<file path="src/rtl/row_clear.sv">
`default_nettype none
// ============================================================================
//  Module   : row_clear
//  Purpose  : Owns the settled playfield. Pauses the row scanner whenever a
//             full row is flagged, collapses that row by shifting the rows
//             above it down one per cycle, counts cleared lines, and pulses
//             Clear_done once a complete scanner pass sees no full row.
//  Revision : 1.0  initial release
// ============================================================================
module row_clear #(
  parameter int BLOCKS_WIDE = 14,
  parameter int BLOCKS_HIGH = 18,
  parameter int LINES_W     = 16
) (
  input  logic                               Clk,
  input  logic                               Rst_n,
  input  logic [BLOCKS_WIDE*BLOCKS_HIGH-1:0] Board_in,
  input  logic                               Load,
  input  logic [4:0]                         Row,
  input  logic                               Enabled,
  output logic [BLOCKS_WIDE*BLOCKS_HIGH-1:0] Game,
  output logic                               Pause,
  output logic                               Busy,
  output logic                               Clear_done,
  output logic [LINES_W-1:0]                 Lines
);

  // Row pointer and pass counter share the scanner's 5-bit row index width.
  localparam int                 c_PTR_W    = 5;
  localparam logic [c_PTR_W-1:0] c_LAST_ROW = c_PTR_W'(BLOCKS_HIGH - 1);
  localparam logic [c_PTR_W-1:0] c_NUM_ROWS = c_PTR_W'(BLOCKS_HIGH);

  typedef enum logic [1:0] {
    ST_IDLE  = 2'd0,
    ST_SCAN  = 2'd1,
    ST_SHIFT = 2'd2,
    ST_DONE  = 2'd3
  } state_t;

  state_t               r_state;
  state_t               w_state_nxt;
  logic [c_PTR_W-1:0]   r_ptr;
  logic [c_PTR_W-1:0]   r_pass;
  logic [LINES_W-1:0]   r_lines;
  logic                 r_clear_done;
  logic                 w_pause;
  logic                 w_busy;
  logic                 w_hit;
  logic                 w_pass_end;
  logic                 w_load_ok;
  logic                 w_ptr_zero;

  // An out-of-range row index from the scanner never counts as a full row.
  assign w_hit      = Enabled && (Row < c_NUM_ROWS);
  // The sample that brings the pass counter to BLOCKS_HIGH ends the pass.
  assign w_pass_end = (r_pass == c_LAST_ROW);
  assign w_load_ok  = (r_state == ST_IDLE) && Load;
  assign w_ptr_zero = (r_ptr == '0);

  // State register.
  always_ff @(posedge Clk or negedge Rst_n) begin
    if (!Rst_n) begin
      r_state <= ST_IDLE;
    end else begin
      r_state <= w_state_nxt;
    end
  end

  // Next-state logic and state-decoded outputs; scanner runs only in SCAN.
  always_comb begin
    w_state_nxt = r_state;
    w_pause     = 1'b1;
    w_busy      = 1'b1;
    case (r_state)
      ST_IDLE: begin
        w_busy = 1'b0;
        if (Load) begin
          w_state_nxt = ST_SCAN;
        end
      end
      ST_SCAN: begin
        w_pause = 1'b0;
        if (w_hit) begin
          w_state_nxt = ST_SHIFT;
        end else if (w_pass_end) begin
          w_state_nxt = ST_DONE;
        end
      end
      ST_SHIFT: begin
        if (w_ptr_zero) begin
          w_state_nxt = ST_SCAN;
        end
      end
      ST_DONE: begin
        w_state_nxt = ST_IDLE;
      end
      default: begin
        w_state_nxt = ST_IDLE;
      end
    endcase
  end

  // Row pointer: captured on a hit, walked up toward the top while shifting.
  always_ff @(posedge Clk or negedge Rst_n) begin
    if (!Rst_n) begin
      r_ptr <= '0;
    end else if (r_state == ST_SCAN && w_hit) begin
      r_ptr <= Row;
    end else if (r_state == ST_SHIFT && !w_ptr_zero) begin
      r_ptr <= r_ptr - 1'b1;
    end
  end

  // Pass counter: consecutive non-full samples since the last board change.
  always_ff @(posedge Clk or negedge Rst_n) begin
    if (!Rst_n) begin
      r_pass <= '0;
    end else if (w_load_ok) begin
      r_pass <= '0;
    end else if (r_state == ST_SCAN && !w_hit) begin
      r_pass <= r_pass + 1'b1;
    end else if (r_state == ST_SHIFT && w_ptr_zero) begin
      r_pass <= '0;
    end
  end

  // Cleared-line counter, saturating at all-ones.
  always_ff @(posedge Clk or negedge Rst_n) begin
    if (!Rst_n) begin
      r_lines <= '0;
    end else if (r_state == ST_SCAN && w_hit && (r_lines != '1)) begin
      r_lines <= r_lines + LINES_W'(1);
    end
  end

  // Completion pulse: raised when a clean pass ends, dropped leaving DONE.
  always_ff @(posedge Clk or negedge Rst_n) begin
    if (!Rst_n) begin
      r_clear_done <= 1'b0;
    end else if (r_state == ST_SCAN && !w_hit && w_pass_end) begin
      r_clear_done <= 1'b1;
    end else if (r_state == ST_DONE) begin
      r_clear_done <= 1'b0;
    end
  end

  // One register per playfield row; only the row at ptr is written in SHIFT,
  // taking the row above it (or zeros for the top row).
  for (genvar i = 0; i < BLOCKS_HIGH; i++) begin : g_row
    logic [BLOCKS_WIDE-1:0] r_row;
    logic [BLOCKS_WIDE-1:0] w_above;

    if (i == 0) begin : g_top
      assign w_above = '0;
    end else begin : g_body
      assign w_above = Game[BLOCKS_WIDE*(i-1) +: BLOCKS_WIDE];
    end

    // Row storage: load from Board_in in IDLE, shift down when selected.
    always_ff @(posedge Clk or negedge Rst_n) begin
      if (!Rst_n) begin
        r_row <= '0;
      end else if (w_load_ok) begin
        r_row <= Board_in[BLOCKS_WIDE*i +: BLOCKS_WIDE];
      end else if (r_state == ST_SHIFT && r_ptr == c_PTR_W'(i)) begin
        r_row <= w_above;
      end
    end

    assign Game[BLOCKS_WIDE*i +: BLOCKS_WIDE] = r_row;
  end

  assign Pause      = w_pause;
  assign Busy       = w_busy;
  assign Clear_done = r_clear_done;
  assign Lines      = r_lines;

endmodule
`default_nettype wire

</file>
<file path="config.mk">
export PLATFORM = sky130hd
export DESIGN_NAME = row_clear
export DESIGN_NICKNAME = d
export VERILOG_FILES = /design/src/rtl/row_clear.sv
export SDC_FILE = /design/constraint.sdc
export NUM_CORES = 1
export LEC_CHECK = 0
export CAP_MARGIN = 30
export CORE_AREA = 2 2 209 211
export CTS_BUF_LIST = sky130_fd_sc_hd__clkbuf_4 sky130_fd_sc_hd__clkbuf_8 sky130_fd_sc_hd__clkbuf_16
export CTS_CLUSTER_DIAMETER = 80
export DETAILED_ROUTE_END_ITERATION = 6
export DIE_AREA = 0 0 211 213
export PLACE_DENSITY_LB_ADDON = 0.2
export REMOVE_ABC_BUFFERS = 1
export SLEW_MARGIN = 20
export SYNTH_ARGS = -nofsm -noshare
export SYNTH_HDL_FRONTEND = slang
export SYNTH_SLANG_ARGS = --single-unit
</file>
<file path="constraint.sdc">
create_clock -name Clk -period 2.1 [get_ports Clk]
set_input_delay 0.42 -clock Clk [delete_from_list [all_inputs] [get_ports Clk]]
set_output_delay 0.42 -clock Clk [all_outputs]
set_load 0.05 [all_outputs]
</file>
# == Word-level counts from Yosys, hierarchy flattened ==
# Index checks and enable logic that the tools add are counted.
# word_totals
regBits,281
out_inout_bits,271
elab_cells,153
# op_classes
mux,50
n_lt_le_gt_ge,1
addsub,3
eq_ne,25
n_reduce_logical,51
# op_table
operator,n
$mux W14,36
$eq A5 B4 Y1 const B,8
$reduce_bool A2 Y1,20
$logic_and A1 B1 Y1,25
$mux W5,5
$eq A5 B3 Y1 const B,4
$add A16 B1 Y16 const B,1
$ne A16 B16 Y1 const B,1
$eq A5 B5 Y1 const B,3
$eq A5 B2 Y1 const B,2
$mux W2,4
$pmux W2 S4,1
$add A5 B1 Y5 const B,1
$eq A5 B1 Y1 const B,1
$logic_not A5 Y1,1
$lt A5 B5 Y1 const B,1
$sub A5 B1 Y5 const B,1
$eq A2 B2 Y1 const B,2
$mux W1,4
$ne A2 B2 Y1 const B,2
$ne A3 B3 Y1 const B,1
$reduce_and A3 Y1,1
$reduce_bool A3 Y1,1
$eq A2 B1 Y1 const B,1
2 further kinds,3

# == Logic depth before layout (Yosys ltp) ==
# Gate-level depths: netlist of run 1.
# logic_depth
ltp_word,6
depth_mapped,9
ltp_nobuf,7

# == Least setup slack after synthesis of run 1 ==
# OpenSTA, ideal clock, no wires.
# synth_path
path_kind,reg2reg
startpoint,register r_ptr[0]
endpoint,register r_ptr[3]
period_less_slack_ns,2.164
stages_incl_launch_ff,8
required_time_ns,1.974
setup_slack_ns,-0.064
arrival_time_ns,2.038
path_cell_list,dfrtp_1 -> inv_1 -> ha_1 -> clkbuf_1 -> inv_1 -> o41ai_2 -> mux2_2 -> a221o_1
# synth_between
elab_chain_cells,4
elab_cells_between_ends,7
cone_classes,1 x add/sub; 2 x mux; 4 x reduce/logical
# synth_lines
item,line,source
start: declaration,42,logic [c_PTR_W-1:0] r_ptr;
start signal: assignment,108,r_ptr <= Row;
start signal: assignment,110,r_ptr <= r_ptr - 1'b1;
branches (longest 4 deep; another with $sub A5 B1 Y5),-,
# Parallel ways; which one is timed is not known. The select of a mux whose other input is x is not followed.
# A chain may end at the register's enable or synchronous reset.

# == Worst setup path after layout of run 1 ==
# layout_path
startpoint,register r_state[1]
endpoint,register g_row[10].r_row[7]
# layout_between
elab_chain_cells,3
elab_cells_between_ends,6
cone_classes,1 x eq/ne; 1 x mux; 4 x reduce/logical
# layout_lines
item,line,source
start: declaration,40,state_t r_state;
start signal: assignment,65,r_state <= w_state_nxt;
$eq A2 B2 Y1 or $logic_not A2 Y1 (tied branches),"165, 57",
"$logic_and A1 B1 Y1, on equally long branches","165, 57",
$reduce_bool A2 Y1 (no source line) or $mux W14 (tied branches),-,
end signal: assignment,164,r_row <= Board_in[BLOCKS_WIDE*i +: BLOCKS_WIDE];
end signal: assignment,166,r_row <= w_above;
end: declaration,150,logic [BLOCKS_WIDE-1:0] r_row;
# Several ways; a longest one is shown, not always the timed one.

==> impl_metrics.py, run 1 <==
metrics = {
    "cts": {
        "cts_tree": "yes",
        "cts.sinks": 281,
        "cts_max_path_buffers": 3,
        "cts.reportedPaths.clkPinSlew_ps": 60,
        "cts_buffers": 34,
        "cts_max_level": 2,
        "insertion_delay_ps": 520,
        "root_buffer": "clkbuf_16",
    },
    "worst_setup_path": {
        "path_delay_family": "simple AND/OR/NAND/NOR gates",
        "worst-path-buf-inv": 2,
        "critical-path-slowest-cell": "nor3b_4",
        "cp.depth": 5,
        "startpoint_type": "flip-flop",
        "slowest_delay_ps": 490,
        "r2r_slack_ps": 80,
        "reg2regPathDepth": 5,
        "crit_chain": "nor3b_4 > buf_12 > buf_4 > mux2i_1 > o21ai_0",
        "path_class": "reg2reg",
        "arrival_ps": 2390,
        "end_kind": "flip-flop",
        "cp_max_fo": 20,
        "required_ps": 2460,
    },
    "global_routing": {
        "grt_pass1_vias": 12100,
        "grt-ovfl-total": 0,
        "grt_pass1_wl_microns": 76100,
        "grt_antenna_before_repair": 1,
        "grtUsageTotal_pct": 22.5,
        "grt_start_max_net_pins": 56,
    },
    "hold_path": {
        "holdCritPathClass": "in2async",
    },
    "route": {
        "vias": 11700,
        "first_iter_violations": 595,
        "ant_nets": 0,
        "routed_wl_microns": 51900,
        "drt_first_pass_iters": 7,
        "vias_per_cell": 4.83,
        "drc": 0,
        "wl_per_cell_microns": 21.4,
    },
    "timing": {
        "final_max_slew_viol_count": 0,
        "fmax_ghz": 0.495,
        "grt_setup_unrepaired": "true",
        "hold_slack_ps": 417,
        "fin_crit_sh_pct": 96.3,
        "finalSetupViolCount": 0,
        "fin_crit_ps": 2020,
        "finalClockSkew_ps": 13.9,
        "worstMarginPinSlew_ps": 821,
        "hold_viol": 0,
        "relSlewSlack_pct": 45.2,
    },
    "synthesis": {
        "synthDistinctLibCells": 48,
        "synth_top_area_share_pct": 54.0,
        "synth_area_leaders": "dfrtp_1 54%, mux2i_1 17%, o21ai_0 9.3%, nand2_1 8.4%, buf_2 1.3%",
        "seq_area_frac_synth_pct": 54.0,
        "yosys.area.top_type": "dfrtp_1",
        "synth_edf_count": 0,
        "synth_seq_cells": 281,
        "avgSynthCellArea_sq_um": 10.3,
        "synth_warnings": 0,
        "syn_inst": 1267,
        "syn_area_sq_um": 13000,
        "synth_ff_type": "dfrtp_1",
        "ys_top_cells_by_count": "292 x nand2_1, 281 x dfrtp_1, 241 x o21ai_0",
        "yosysMostFrequentCell": "nand2_1",
        "async_reset_ff_share_pct": 100,
    },
    "floorplanning": {
        "dieHeight_microns": 213,
        "coreArea_sq_um": 42700,
        "die-area_sq_um": 44900,
        "start_util_pct": 30.5,
        "io-pin-count": 532,
        "core.rowCount": 76,
        "fp.dieW_microns": 211,
    },
    "final_layout": {
        "nFillCells": 4073,
        "nNetsFinal": 2128,
        "drive_above_1_share_pct": 13.3,
        "area_delta_synth_final_pct": 59.8,
        "instances_no_fill": 2426,
    },
    "placement": {
        "portBuffers": 531,
        "dp_hpwl_microns": 39600,
        "dp_cells": 2367,
        "gp_congestion": 0.840,
    },
    "outcome": {
        "status": "completed",
    },
    "power": {
        "p_per_area_nw_per_um2": 1690,
        "vdd_drop_max_mv": 0.863,
        "p_leak_nw": 9.56,
    },
    "job": {
        "drv_cap": 0,
    },
}
==> routing by layer <==
| layer | track usage [%] | part of all wire (%) | vias up | wire length (microns) |
|---|---|---|---|---|
| met2 | 38.7 | 49 | 421 | 25300 |
| met3 | 6.18 | 7.1 | 67 | 3710 |
| li1 | - | - | 5612 | - |
| met1 | 27.2 | 41 | 5607 | 21400 |
| met4 | 7.82 | 2.8 | 0 | 1440 |
| met5 | 0 | 0 | - | 0 |
==> placed cells by master (no fill, tap or decap), types with 4 or more instances in the layout <==
cell type / n
xor2_1: 10
a31oi_1: 15
nand3_1: 10
dfrtp_1: 278
nor4_2: 4
buf_12: 28
ha_1: 5
o21ai_0: 239
a31oi_2: 4
a21oi_1: 4
buf_6: 4
xnor2_1: 7
nand2_1: 292
mux2i_1: 223
nand4_1: 6
buf_4: 115
inv_1: 10
a31oi_4: 13
dlygate4sd2_1: 222
nor2_1: 21
clkbuf_4: 6
clkdlybuf4s50_1: 259
clkbuf_16: 35
clkbuf_8: 7
==> repair_timing <==
item	4_1_cts	5_1_grt
pin swaps	2	4
setup endpoints to repair	309	83
resized for setup	232	18
gates cloned	1	1
setup buffers	1	0
hold endpoints to repair	40	0
hold buffers	1	0
==> worst paths after layout <==
check	startpoint	end
max in group asynchronous	Rst_n	r_state[0]
worst min-delay path	Rst_n	g_row[0].r_row[3]
min in group Clk	Board_in[12]	g_row[0].r_row[12]
worst max register to register	r_state[1]	g_row[10].r_row[7]
worst min register to register	g_row[17].r_row[1]	g_row[17].r_row[1]
worst max-delay path	r_state[1]	g_row[10].r_row[7]
==> flip-flops by register name (all words and copies together) (netlist names) <==
| register | flops |
|---|---|
| r_ptr | 5 |
| r_pass | 5 |
| r_state | 2 |
| g_row.r_row | 238 |
| g_row.w_above | 14 |
| Lines | 16 |
| Clear_done | 1 |
==> kinds of logic (layout without fill, tap and decap cells) <==
| kind of cell | after synthesis | count (layout) | synth area share (%) |
|---|---|---|---|
| AO/OA/AOI/OAI | 290 | 292 | 12.4 |
| buffers and inverters | 87 | 697 | 2.83 |
| XOR/XNOR | 17 | 17 | 1.14 |
| flip-flops | 281 | 281 | 54.0 |
| other | 0 | 1 | 0 |
| multiplexers | 226 | 226 | 17.4 |
| AND/OR/NAND/NOR | 359 | 359 | 11.6 |
| adder cells (fa/ha/maj) | 7 | 7 | 0.672 |
==> where the power goes <==
part,internal [mW],switching (mW)
logic,6.20,13.5
registers,7.63,2.06
clock network,3.60,2.31
==> through the flow <==
stage	utilization (%)	power [mW]	area, sq um	TNS [ps]	setup slack, ps
floorplan	-	16.8	12700	-7912490	-33500
global placement	46.4	30.3	19800	-112940	-722
detailed placement	46.4	30.5	19800	-109830	-685
CTS	48.5	35.5	20700	0	1.34
global route	48.8	37.2	20800	-90.7	-28.6
finish	48.8	35.3	20800	0	77.9
==> area by class of cell <==
cell class	count	area, sq um	share of cell area, %
Inverter	11	43.8	0.210
Clock inverter	7	92.6	0.445
Multi-Input combinational cell	901	5900	28.3
Sequential cell	281	7040	33.8
Antenna cell	1	2.50	0.0120
Timing Repair Buffer	631	6050	29.0
Tap cell	546	683	3.28
Clock buffer	48	1020	4.89
(Power assumes the default switching activity.)
==> run 2, diff against run 1 <==
--- a/config.mk
+++ b/config.mk
@@ -5,13 +5,14 @@
 export SDC_FILE = /design/constraint.sdc
 export NUM_CORES = 1
 export LEC_CHECK = 0
+export ABC_AREA = 1
 export CAP_MARGIN = 30
 export CORE_AREA = 2 2 209 211
 export CTS_BUF_LIST = sky130_fd_sc_hd__clkbuf_4 sky130_fd_sc_hd__clkbuf_8 sky130_fd_sc_hd__clkbuf_16
 export CTS_CLUSTER_DIAMETER = 80
 export DETAILED_ROUTE_END_ITERATION = 6
 export DIE_AREA = 0 0 211 213
-export PLACE_DENSITY_LB_ADDON = 0.2
+export PLACE_DENSITY = 0.66
 export REMOVE_ABC_BUFFERS = 1
 export SLEW_MARGIN = 20
 export SYNTH_ARGS = -nofsm -noshare
==> run 2 against run 1 <==
Effect of this change: global-route usage up 3.8 points; non-clock buffer count down 16; die area unchanged; synthesized cell count up 51%; largest cell class unchanged; highest routed layer is now met5.
==> impl_metrics.py, run 2 <==
metrics = {
    "outcome": {
        "status": "completed",
    },
    "timing": {
        "hold_viol": 0,
        "final_max_slew_viol_count": 0,
        "fin_crit_sh_pct": 95.2,
        "relSlewSlack_pct": 62.7,
        "finalClockSkew_ps": 8.86,
        "finalSetupViolCount": 0,
        "worstMarginPinSlew_ps": 562,
        "fin_crit_ps": 2000,
        "hold_slack_ps": 424,
        "fmax_ghz": 0.500,
        "grt_setup_unrepaired": "false",
    },
    "final_layout": {
        "largest-register": "g_row.r_row",
        "fin_util_pct": 50.6,
        "final_cell_mix": "835 x nand2_1, 281 x dfrtp_1, 259 x clkdlybuf4s50_1",
        "largest_reg_flops": 238,
        "nNetsFinal": 2716,
        "drive_above_1_share_pct": 11.4,
        "area_delta_synth_final_pct": 49.4,
        "final_common_cell": "nand2_1",
    },
    "worst_setup_path": {
        "critical-path-slowest-cell": "dlygate4sd2_1",
        "path_delay_family": "buffers and inverters",
        "cp.depth": 1,
        "r2r-start": "r_ptr[0]",
        "cp_max_fo": 3,
        "crit_chain": "dlygate4sd2_1",
        "reg2reg_to": "r_pass[3]",
        "worst-path-buf-inv": 1,
        "startpoint_type": "flip-flop",
        "path_class": "reg2out",
        "r2r_slack_ps": 280,
        "end_kind": "output port",
        "arrival_ps": 1580,
        "slowest_delay_ps": 570,
        "required_ps": 1680,
        "reg2regPathDepth": 7,
    },
    "global_routing": {
        "grt-ovfl-total": 0,
        "grt_pass1_wl_microns": 90200,
        "grt_start_max_net_pins": 72,
        "grt_antenna_before_repair": 5,
        "grtUsageTotal_pct": 26.3,
        "grt_pass1_vias": 15200,
    },
    "synthesis": {
        "synthDistinctLibCells": 32,
        "synth_seq_cells": 281,
        "async_reset_ff_share_pct": 100,
        "syn_area_sq_um": 14500,
        "synth_top_area_share_pct": 48.7,
        "synth_area_leaders": "dfrtp_1 49%, nand2_1 22%, nand3_1 6.6%, o211ai_1 3.9%, o21ai_0 3.8%",
        "yosys.area.top_type": "dfrtp_1",
        "syn_inst": 1908,
        "yosysMostFrequentCell": "nand2_1",
        "synth_ff_type": "dfrtp_1",
        "avgSynthCellArea_sq_um": 7.57,
        "synth_warnings": 0,
        "ys_top_cells_by_count": "835 x nand2_1, 281 x dfrtp_1, 190 x nand3_1",
        "seq_area_frac_synth_pct": 48.7,
        "synth_edf_count": 0,
    },
    "route": {
        "wl_per_cell_microns": 19.8,
        "drc": 0,
        "vias_per_cell": 4.99,
        "vias": 15100,
        "drt_first_pass_iters": 5,
        "routed_wl_microns": 59800,
        "ant_nets": 0,
        "first_iter_violations": 1007,
    },
    "cts": {
        "cts_tree": "yes",
        "cts.sinks": 281,
        "cts.reportedPaths.clkPinSlew_ps": 60,
        "cts_max_level": 2,
        "root_buffer": "clkbuf_16",
        "cts_setup_buffers": 0,
        "cts_max_path_buffers": 3,
        "cts_buffers": 34,
        "insertion_delay_ps": 540,
    },
    "placement": {
        "portBuffers": 531,
        "gp_congestion": 0.949,
        "dp_hpwl_microns": 46300,
    },
    "power": {
        "p_leak_nw": 11.1,
        "p_per_area_nw_per_um2": 1690,
        "vdd_drop_max_mv": 0.901,
        "total_power_mw": 36.6,
    },
    "job": {
        "drv_cap": 0,
    },
    "hold_path": {
        "min_path_cells": 3,
        "holdCritPathClass": "in2reg",
        "min_from": "Board_in[2]",
        "whs_endpoint": "g_row[0].r_row[2]",
    },
    "floorplanning": {
        "core.rowCount": 76,
        "io-pin-count": 532,
        "start_util_pct": 33.8,
        "coreArea_sq_um": 42700,
        "fp.dieW_microns": 211,
        "dieHeight_microns": 213,
        "die-area_sq_um": 44900,
    },
}
run 2: changes by cell type after synthesis, sizes merged, moves of 14 or more:
cell	previous run	this run
inv	11	91
nand2	292	846
o211ai	1	75
buf	36	85
nand3	10	191
or2	1	77
clkbuf	40	26
mux2i	224	0
nor2	21	63
a31oi	30	0
o21ai	241	118
run 2: cell type report:
cell class	instances	area (sq um)
Fill cell	4198	21100
Clock buffer	51	1090
Clock inverter	9	128
Timing Repair Buffer	615	5770
Inverter	91	349
Sequential cell	281	7030
Tap cell	546	683
Antenna cell	3	7.51
Multi-Input combinational cell	1425	6520
run 2: repair_timing:
| action | 4_1_cts | 5_1_grt |
|---|---|---|
| hold buffers | 1 | 0 |
| gates resized for setup | 199 | 1 |
| hold endpoints to repair | 41 | 0 |
| setup endpoints to repair | 199 | 2 |
| gates cloned | 0 | 0 |
run 2: cell families (layout without fill, tap and decap cells):
group,after synthesis,count (layout),synth area share [%]
other,0,3,0
xor gates and xnor gates,8,8,0.485
and+or+nand+nor,1184,1184,34.4
adders and majority gates,7,7,0.606
DFF,281,281,48.7
AOI/OAI and AO/OA,226,226,9.51
buffers and inverters,202,766,6.36
run 2: worst max path at each step:
stage,startpoint,endpoint
after floorplan,r_state[1],r_pass[2]
after global placement,Load,g_row[6].r_row[2]
after detailed placement,Load,g_row[6].r_row[0]
after CTS,g_row[10].r_row[4],Game[144]
after global routing,r_ptr[0],r_ptr[3]
final,g_row[10].r_row[4],Game[144]
run 2: metal layers:
| layer | global-route usage, % | vias to the layer above | part of all wire (%) | wire, microns |
|---|---|---|---|---|
| li1 | - | 7204 | - | - |
| met1 | 31.2 | 7152 | 39 | 23600 |
| met2 | 45.5 | 632 | 49 | 29100 |
| met3 | 6.50 | 91 | 8.0 | 4800 |
| met4 | 11.2 | 2 | 3.8 | 2250 |
| met5 | 0 | - | 0.018 | 11 |
run 2: per-stage QoR:
step	setup WS, ps	setup TNS [ps]	cells	cell area [sq um]
floorplan	-6420	-1495670	1797	13900
global placement	33.9	0	2957	20600
detailed placement	-0.247	-0.375	2957	20600
CTS	82.7	0	3018	21600
global route	57.4	0	3019	21600
finish	101	0	3021	21600
run 2: worst min-delay path: stages:
cell	delay [ps]
clkdlybuf4s50_1	390
nand2_1	60
nand2_1	50
run 2: power breakdown:
group / switching (mW) / internal [mW]
Clock: 2.42 / 3.97
Sequential: 2.16 / 7.65
Combinational: 14.4 / 5.92
Total: 19.0 / 17.5
==> run 3, diff against run 2 <==
--- a/config.mk
+++ b/config.mk
@@ -6,7 +6,6 @@
 export NUM_CORES = 1
 export LEC_CHECK = 0
 export ABC_AREA = 1
-export CAP_MARGIN = 30
 export CORE_AREA = 2 2 209 211
 export CTS_BUF_LIST = sky130_fd_sc_hd__clkbuf_4 sky130_fd_sc_hd__clkbuf_8 sky130_fd_sc_hd__clkbuf_16
 export CTS_CLUSTER_DIAMETER = 80
@@ -14,6 +13,7 @@
 export DIE_AREA = 0 0 211 213
 export PLACE_DENSITY = 0.66
 export REMOVE_ABC_BUFFERS = 1
+export SKIP_CTS_REPAIR_TIMING = 1
 export SLEW_MARGIN = 20
 export SYNTH_ARGS = -nofsm -noshare
 export SYNTH_HDL_FRONTEND = slang
==> run 3 against run 2 <==
Effect of this change: critical path depth rose by 2; power rose by 2.6%; clock power is essentially flat; maximum frequency is 3.5% higher; combinational power is 4% higher; critical endpoint is now Pause.
==> impl_metrics.py, run 3 (same netlist as run 2, synthesis figures left out) <==
metrics = {
    "route": {
        "drc": 0,
        "vias_per_cell": 5.02,
        "first_iter_violations": 955,
        "ant_nets": 0,
        "routed_wl_microns": 60400,
        "vias": 15200,
        "wl_per_cell_microns": 20.0,
        "drt_first_pass_iters": 5,
    },
    "final_layout": {
        "nFillCells": 4045,
        "largest_reg_flops": 238,
        "drive_above_1_share_pct": 11.4,
        "largest-register": "g_row.r_row",
        "area_delta_synth_final_pct": 54.5,
        "multi_input_area_sq_um": 6520,
        "fin_util_pct": 52.3,
        "regArea_sq_um": 7030,
        "final_common_cell": "nand2_1",
        "nNetsFinal": 2716,
        "final_cell_mix": "835 x nand2_1, 281 x dfrtp_1, 259 x clkdlybuf4s50_1",
        "design_area_sq_um": 22300,
    },
    "floorplanning": {
        "io-pin-count": 532,
        "start_util_pct": 33.8,
        "coreArea_sq_um": 42700,
        "dieHeight_microns": 213,
        "core.rowCount": 76,
        "die-area_sq_um": 44900,
        "fp.dieW_microns": 211,
    },
    "placement": {
        "post-place-ws_ps": -0.247,
        "dp_hpwl_microns": 46300,
        "portBuffers": 531,
        "gp_congestion": 0.949,
        "dpl_cell_area_sq_um": 20600,
    },
    "power": {
        "seq_power_share_pct": 26.2,
        "intPower_mw": 18.5,
        "power_switching_mw": 19.0,
        "p_clk_share_pct": 17.0,
        "p_per_area_nw_per_um2": 1680,
        "vdd_drop_max_mv": 0.838,
        "p_leak_nw": 13.2,
        "netSwitchingFraction_pct": 50.8,
        "power_frac_comb_pct": 56.8,
    },
    "global_routing": {
        "grt_start_max_net_pins": 72,
        "grt-ovfl-total": 0,
        "grt_pass1_vias": 15200,
        "grt_pass1_wl_microns": 90000,
        "grtUsageTotal_pct": 26.3,
        "grt_antenna_before_repair": 4,
    },
    "timing": {
        "fmax_ghz": 0.518,
        "hold_slack_ps": 429,
        "hold_viol": 0,
        "finalClockSkew_ps": 9.52,
        "worstMarginPinSlew_ps": 575,
        "finalSetupViolCount": 0,
        "fin_crit_sh_pct": 91.9,
        "tns_ps": 0,
        "fin_ws_ps": 170,
        "fin_crit_ps": 1930,
        "relSlewSlack_pct": 61.6,
        "grt_setup_unrepaired": "false",
        "final_max_slew_viol_count": 0,
    },
    "worst_setup_path": {
        "worst-path-buf-inv": 2,
        "reg2regPathDepth": 8,
        "critPathLaunch": "r_state[1]",
        "slowest_delay_ps": 420,
        "path_class": "reg2out",
        "reg2reg_to": "g_row[6].r_row[6]",
        "crit_chain": "nor2_2 > inv_1 > buf_4",
        "end_kind": "output port",
        "startpoint_type": "flip-flop",
        "endpoint": "Pause",
        "cp_max_fo": 6,
        "r2r-start": "r_state[1]",
        "r2r_slack_ps": 270,
        "cp.depth": 3,
        "critical-path-slowest-cell": "dfrtp_1",
        "arrival_ps": 1510,
        "required_ps": 1680,
        "path_delay_family": "flip-flops",
    },
    "cts": {
        "cts.reportedPaths.clkPinSlew_ps": 60,
        "cts_tree": "yes",
        "insertion_delay_ps": 530,
        "cts.sinks": 281,
        "root_buffer": "clkbuf_16",
        "cts_max_level": 2,
        "cts_max_path_buffers": 3,
        "cts_buffers": 34,
    },
    "job": {
        "drv_cap": 0,
    },
    "hold_path": {
        "holdCritPathClass": "in2reg",
    },
    "outcome": {
        "status": "completed",
    },
}
run 3: layout make-up:
class / count / share of cell area [%]
Antenna cell: 2 / 0.0224
Clock buffer: 51 / 4.90
Clock inverter: 9 / 0.571
Inverter: 91 / 1.56
Multi-Input combinational cell: 1425 / 29.2
Sequential cell: 281 / 31.5
Tap cell: 546 / 3.06
Timing Repair Buffer: 615 / 29.2
run 3: worst min path at each step:
stage / startpoint / end / slack (ps) / cells after the start
2_1_floorplan: Rst_n / Clear_done / 120 / 0
3_3_place_gp: Rst_n / g_row[0].r_row[6] / 400 / 1
3_5_place_dp: Rst_n / g_row[0].r_row[0] / 390 / 1
4_1_cts: Rst_n / g_row[1].r_row[4] / -190 / 1
5_1_grt: Board_in[2] / g_row[0].r_row[2] / 430 / 3
6_report: Board_in[9] / g_row[0].r_row[9] / 430 / 3
run 3: metal layers:
metal / GRT usage [%] / vias to the layer above / part of all wire, %
met3: 6.56 / 98 / 8.2
met4: 11.2 / 2 / 4.0
met1: 31.1 / 7218 / 39
li1: - / 7198 / -
met5: 0 / - / 0.018
met2: 45.3 / 642 / 49
run 3: worst register-to-register path: cells and delay by family (launching register included):
kind	cells	cell delay [ps]
buffers and inverters	4	860
and+or+nand+nor	4	450
DFF	1	420
run 3: power groups by stage:
stage	registers, mW	logic, mW	clock network [mW]
finish	9.82	21.3	6.39
global route	10.1	22.8	6.74
CTS	9.88	21.6	6.51
detailed placement	9.93	21.5	0
global placement	9.88	21.3	0
floorplan	16.5	5.73	0
run 3: metrics by stage:
stage / cells / power [mW]
finish: 3020 / 37.5
global route: 3018 / 39.6
detailed placement: 2957 / 31.4
global placement: 2957 / 31.2
CTS: 3017 / 37.9
floorplan: 1797 / 22.3
